<file path="src/rtl/stream_fifo.sv">
// stream_fifo -- first-word-fall-through stream FIFO with valid/ready ports.
//
// Handshake: a push happens on a rising clk edge where s_valid && s_ready;
// a pop happens on a rising clk edge where m_valid && m_ready. s_ready,
// m_valid, fill_level, almost_full and almost_empty are registers computed
// from the next-state fill, so no input reaches an output combinationally.
//
// Ports:
//   clk, reset        clock; synchronous active-high reset (wins over all)
//   flush             synchronous clear of pointers/fill (wins over handshakes)
//   s_valid/s_ready/s_data   write side
//   m_valid/m_ready/m_data   read side, m_data shows the word at the read cursor
//   fill_level        number of stored words
//   almost_full       free slots <= ALMOST_FULL_FREE
//   almost_empty      fill_level <= ALMOST_EMPTY_FILL
//   circular, m_wrap  replay mode request / wrap pulse
//
// Optional feature: define STREAM_FIFO_CIRCULAR_EN to build replay mode. In
// the default build circular is ignored and m_wrap is constant 0.
module stream_fifo #(
  parameter int WIDTH             = 32,
  parameter int DEPTH             = 32,
  parameter int ALMOST_FULL_FREE  = 1,
  parameter int ALMOST_EMPTY_FILL = 1
) (
  input  logic                       clk,
  input  logic                       reset,
  input  logic                       flush,
  input  logic                       s_valid,
  output logic                       s_ready,
  input  logic [WIDTH-1:0]           s_data,
  output logic                       m_valid,
  input  logic                       m_ready,
  output logic [WIDTH-1:0]           m_data,
  output logic [$clog2(DEPTH+1)-1:0] fill_level,
  output logic                       almost_full,
  output logic                       almost_empty,
  input  logic                       circular,
  output logic                       m_wrap
);

  localparam int FW = $clog2(DEPTH + 1);
  localparam int PW = (DEPTH > 1) ? $clog2(DEPTH) : 1;

  // Storage is never cleared; only pointers and flags are.
  logic [WIDTH-1:0] r_mem [DEPTH];

  logic [PW-1:0] r_wr_ptr;
  logic [PW-1:0] r_rd_ptr;     // read cursor, drives m_data
  logic [FW-1:0] r_fill;
  logic          r_s_ready;
  logic          r_m_valid;
  logic          r_almost_full;
  logic          r_almost_empty;
  logic          r_wrap;

  logic          w_push;
  logic          w_pop;
  logic [PW-1:0] w_wr_next;
  logic [PW-1:0] w_rd_next;
  logic [FW-1:0] w_fill_next;
  logic          w_wrap_next;

  // Modulo-DEPTH increment, correct for non-power-of-two depths.
  function automatic logic [PW-1:0] ptr_inc(input logic [PW-1:0] p);
    return (32'(p) == DEPTH - 1) ? '0 : p + 1'b1;
  endfunction

`ifdef STREAM_FIFO_CIRCULAR_EN
  // Oldest stored word; differs from the read cursor only while replaying.
  logic [PW-1:0] r_head;
  logic [PW-1:0] w_head_next;
`else
  logic w_unused_circular;
  assign w_unused_circular = circular;
`endif

  always_comb begin
    w_push      = s_valid && r_s_ready;
    w_pop       = r_m_valid && m_ready;
    w_wr_next   = r_wr_ptr;
    w_rd_next   = r_rd_ptr;
    w_fill_next = r_fill;
    w_wrap_next = 1'b0;
`ifdef STREAM_FIFO_CIRCULAR_EN
    w_head_next = r_head;
`endif
    if (reset || flush) begin
      w_wr_next   = '0;
      w_rd_next   = '0;
      w_fill_next = '0;
`ifdef STREAM_FIFO_CIRCULAR_EN
      w_head_next = '0;
`endif
    end else begin
      if (w_push) w_wr_next = ptr_inc(r_wr_ptr);
`ifdef STREAM_FIFO_CIRCULAR_EN
      if (circular) begin
        // Replay: the cursor walks the stored words without freeing them and
        // jumps back to the oldest word after the newest one is read.
        if (w_pop) begin
          if (ptr_inc(r_rd_ptr) == r_wr_ptr) begin
            w_rd_next   = r_head;
            w_wrap_next = 1'b1;
          end else begin
            w_rd_next = ptr_inc(r_rd_ptr);
          end
        end
        w_fill_next = r_fill + FW'(w_push);
      end else begin
        // Normal draining; the cursor snaps back to the oldest word.
        if (w_pop) w_head_next = ptr_inc(r_head);
        w_rd_next   = w_head_next;
        w_fill_next = r_fill + FW'(w_push) - FW'(w_pop);
      end
`else
      if (w_pop) w_rd_next = ptr_inc(r_rd_ptr);
      w_fill_next = r_fill + FW'(w_push) - FW'(w_pop);
`endif
    end
  end

  always_ff @(posedge clk) begin
    if (w_push && !reset && !flush) r_mem[r_wr_ptr] <= s_data;
  end

  // Reset and flush are folded into the next-state values above, so the
  // flags take their cleared values from the same expressions.
  always_ff @(posedge clk) begin
    r_wr_ptr       <= w_wr_next;
    r_rd_ptr       <= w_rd_next;
    r_fill         <= w_fill_next;
    r_s_ready      <= (32'(w_fill_next) != DEPTH);
    r_m_valid      <= (w_fill_next != '0);
    r_almost_full  <= ((DEPTH - 32'(w_fill_next)) <= ALMOST_FULL_FREE);
    r_almost_empty <= (32'(w_fill_next) <= ALMOST_EMPTY_FILL);
    r_wrap         <= reset ? 1'b0 : w_wrap_next;
`ifdef STREAM_FIFO_CIRCULAR_EN
    r_head         <= w_head_next;
`endif
  end

  assign s_ready      = r_s_ready;
  assign m_valid      = r_m_valid;
  assign m_data       = r_mem[r_rd_ptr];
  assign fill_level   = r_fill;
  assign almost_full  = r_almost_full;
  assign almost_empty = r_almost_empty;
`ifdef STREAM_FIFO_CIRCULAR_EN
  assign m_wrap       = r_wrap;
`else
  assign m_wrap       = 1'b0;
`endif

endmodule

</file>
<file path="config.mk">
export PLATFORM = sky130hd
export DESIGN_NAME = stream_fifo
export DESIGN_NICKNAME = d
export VERILOG_FILES = /design/src/rtl/stream_fifo.sv
export SDC_FILE = /design/constraint.sdc
export NUM_CORES = 1
export LEC_CHECK = 0
export BUFFER_PORTS_ARGS = -buffer_cell sky130_fd_sc_hd__buf_2
export CORE_ASPECT_RATIO = 1.2
export CORE_UTILIZATION = 60
export CTS_CLUSTER_DIAMETER = 40
export DETAILED_ROUTE_END_ITERATION = 10
export GPL_TIMING_DRIVEN = 0
export PLACE_DENSITY = 0.8
export SLEW_MARGIN = 15
export SYNTH_ARGS = -nofsm -noshare
export SYNTH_HDL_FRONTEND = slang
export SYNTH_SLANG_ARGS = --single-unit
</file>
<file path="constraint.sdc">
create_clock -name clk -period 8.1 [get_ports clk]
set_clock_uncertainty 0.1 [all_clocks]
set_input_delay 1.62 -clock clk [delete_from_list [all_inputs] [get_ports clk]]
set_output_delay 1.62 -clock clk [all_outputs]
set_load 0.01 [all_outputs]
</file>
==> flow_metrics.py <==
metrics = {
    "layout": {
        "areaGrowthSynthToFinish_pct": 15.0,
        "nNetsFinal": 2399,
        "stdcell_area_um2": 46700,
        "layout-drive-gt1-share_pct": 21.8,
    },
    "timing": {
        "fin_crit_ps": 5240,
        "finalCritPeriodShare_pct": 64.7,
        "tightest_slew_ps": 1050,
        "timing.fmax_mhz": 191,
        "slew_viol_final": 0,
        "fin_setup_tns_ps": 0,
        "setup_viol": 0,
        "relSlewSlack_pct": 29.7,
        "finalHoldViolCount": 0,
        "grt_setup_unrepaired": "no",
    },
    "critical_path": {
        "startpoint_type": "register",
        "cp-end-kind": "output port",
        "crit_required_ps": 6380,
        "r2r-start": "s_ready",
        "worstRegToRegCells": 6,
        "crit_arrival_ps": 3520,
        "endpoint": "m_data[9]",
        "critPathKind": "reg -> out",
        "cp_max_fo": 10,
        "rr_endpoint": "r_mem[19][13]",
        "reg2reg_slack_ps": 4990,
    },
    "grt": {
        "use_met2_pct": 52.7,
        "grt_pass1_wl_um": 150000,
        "grt_overflow": 0,
        "grt_usage_pct": 30.7,
        "use_met1_pct": 37.1,
        "grt_pass1_vias": 23110,
        "grt_max_degree": 33,
        "grt.busiest_layer": "met2",
        "use_met3_pct": 5.45,
        "antenna_found_initial": 3,
    },
    "drt": {
        "vias_per_cell": 6.71,
        "wl_per_cell_um": 31.2,
        "drtIter0Drc": 2999,
        "drc_errors": 0,
        "drt_first_pass_iters": 6,
        "vias": 22377,
        "wl_um": 104000,
        "ant_nets": 0,
    },
    "power_and_ir_drop": {
        "power_density_nw_per_um2": 239,
        "p_leak_nw": 14.3,
        "vdd_drop_max_mv": 0.205,
    },
    "die": {
        "floorplan.die.width_um": 240,
        "die_h_um": 287,
        "rows": 104,
        "core-area_um2": 67000,
        "die_area_um2": 68800,
        "initial_core_util_pct": 60.6,
        "io_pins": 81,
    },
    "placement": {
        "port_buffers": 78,
        "place_congestion": 0.832,
        "placed_area_um2": 43300,
        "dp_hpwl_um": 64200,
    },
    "clock_tree": {
        "hold_buffers": 0,
        "cts_tree": "built",
        "cts_setup_buffers": 0,
        "htreeDepth": 3,
        "clk_pin_slew_ps": 60,
        "cts.sinks": 1049,
        "ctsResizeCount": 0,
        "clk_latency_ps": 660,
        "ctsRootBufferMaster": "clkbuf_16",
        "numCtsBuffers": 104,
        "clockBufferDepth": 3,
    },
    "yosys": {
        "synth-async-reset-ratio_pct": 0,
        "yosys_warnings": 0,
        "yosysMostFrequentCell": "edfxtp_1",
        "yosys.area.top_type_share_pct": 75.7,
        "synthTopCellsByCount": "1,024 x edfxtp_1, 192 x mux2i_1, 130 x nor2b_1, 128 x mux4_2, 120 x a21oi_1",
        "synth_cells": 2125,
        "synthFlopType": "edfxtp_1",
        "syn_nets": 2176,
        "synth_top_area_cell": "edfxtp_1",
        "avgSynthCellArea_um2": 19.1,
        "synth_seq_cells": 1049,
        "synthDistinctLibCells": 44,
        "ys_top_cells_by_area": "edfxtp_1 76%, mux4_2 7.1%, mux2i_1 4.7%, nor2b_1 2.0%, a21oi_1 1.5%",
        "synth_edf_count": 1024,
        "synth_area_um2": 40600,
        "yosysSeqAreaShare_pct": 76.9,
    },
    "status": {
        "status": "finished clean",
    },
    "flow_run": {
        "cap_violations": 0,
    },
    "min_path": {
        "hp-class": "reg -> reg",
        "hold_path_depth": 2,
    },
}
==> power breakdown <==
part	total, mW	internal, mW	switching [mW]
logic	0.324	0.0960	0.228
registers	5.99	5.97	0.0146
clock network	4.86	2.77	2.08
total	11.2	8.84	2.32
==> worst min path at each step <==
stage,slack [ps],endpoint,start
after floorplan,360,register,r_rd_ptr[4]
after global placement,370,r_rd_ptr[4],r_rd_ptr[4]
after detailed placement,380,r_rd_ptr[4],r_rd_ptr[4]
after CTS,390,r_rd_ptr[4],r_rd_ptr[4]
after global routing,400,r_rd_ptr[4],r_rd_ptr[4]
final,400,r_rd_ptr[4],r_rd_ptr[4]
==> stage by stage <==
step,power [mW],setup slack (ps),hold slack (ps),utilization (%),instances
floorplan,6.25,3740,363,-,2125
global placement,6.40,1540,375,62.9,3104
detailed placement,6.42,3500,385,64.6,3143
CTS,11.2,2960,393,69.7,3334
global route,11.4,2820,403,69.7,3335
finish,11.2,2860,396,69.7,3335
==> placed cells by master, fill, tap and decap left out, types with 4 or more instances in the layout <==
master,Yosys,routed
edfxtp_1,1024,1024
mux2i_1,192,192
nor2b_1,130,130
mux4_2,128,128
a21oi_1,120,120
buf_2,33,111
clkbuf_16,0,106
nand3_1,71,71
a22oi_1,64,64
a211oi_1,64,64
clkbuf_1,46,62
nand4_1,36,36
nor2_4,1,33
buf_12,1,27
dfxtp_1,25,25
a21oi_2,24,24
buf_4,16,16
clkinv_1,0,16
nand2_1,14,14
buf_16,0,13
nor2_1,44,12
ha_1,12,12
inv_6,0,11
clkinvlp_4,0,11
bufinv_16,0,11
buf_1,10,9
clkinv_4,0,9
clkinv_2,0,8
inv_1,7,7
and2_1,7,7
buf_6,7,7
o21ai_0,6,6
and3_1,5,5
nor3_1,5,5
nand3b_1,4,4
==> metal layers <==
metal	wire length [um]	part of all wire (%)
met5	11	0.011
met4	5400	5.2
met1	35100	34
met2	53700	52
met3	9810	9.4
==> worst max-delay path, cell delays in order, from the launching register on <==
cell and delay [ps]:
dfxtp_1 470, buf_4 220, buf_2 350, clkbuf_1 800, mux4_2 440, a21oi_1 240
nand4_1 170, buf_2 170
==> sequential cells by signal, indices dropped and copies added (netlist names), named ones only <==
| register | cells |
|---|---|
| m_valid | 1 |
| s_ready | 1 |
| fill_level | 6 |
| r_rd_ptr | 5 |
| almost_empty | 1 |
| r_wr_ptr | 5 |
| r_mem | 1024 |
| almost_full | 1 |
==> kinds of logic (layout without fill, tap and decap cells) <==
kind of cell	after synthesis	after routing	share of synthesized area, %
flip-flops	1049	1049	76.9
AND/OR/NAND/NOR	326	326	4.49
multiplexers	320	320	11.8
AO/OA/AOI/OAI	287	287	4.59
buffers and inverters	125	433	1.68
adder cells (fa/ha/maj)	13	13	0.419
XOR/XNOR	4	4	0.0862
other	1	2	0.00923
==> cell type report <==
class,instances,area (um^2)
repair buffers,117,1270
well taps,901,1130
fillers,3823,20300
diodes,1,2.50
inverters,7,26.3
multi-input cells,951,8950
flip-flops and latches,1049,31300
clock inverters,69,737
plain buffers,118,656
clock buffers,122,2710
(Power assumes the default switching activity.)
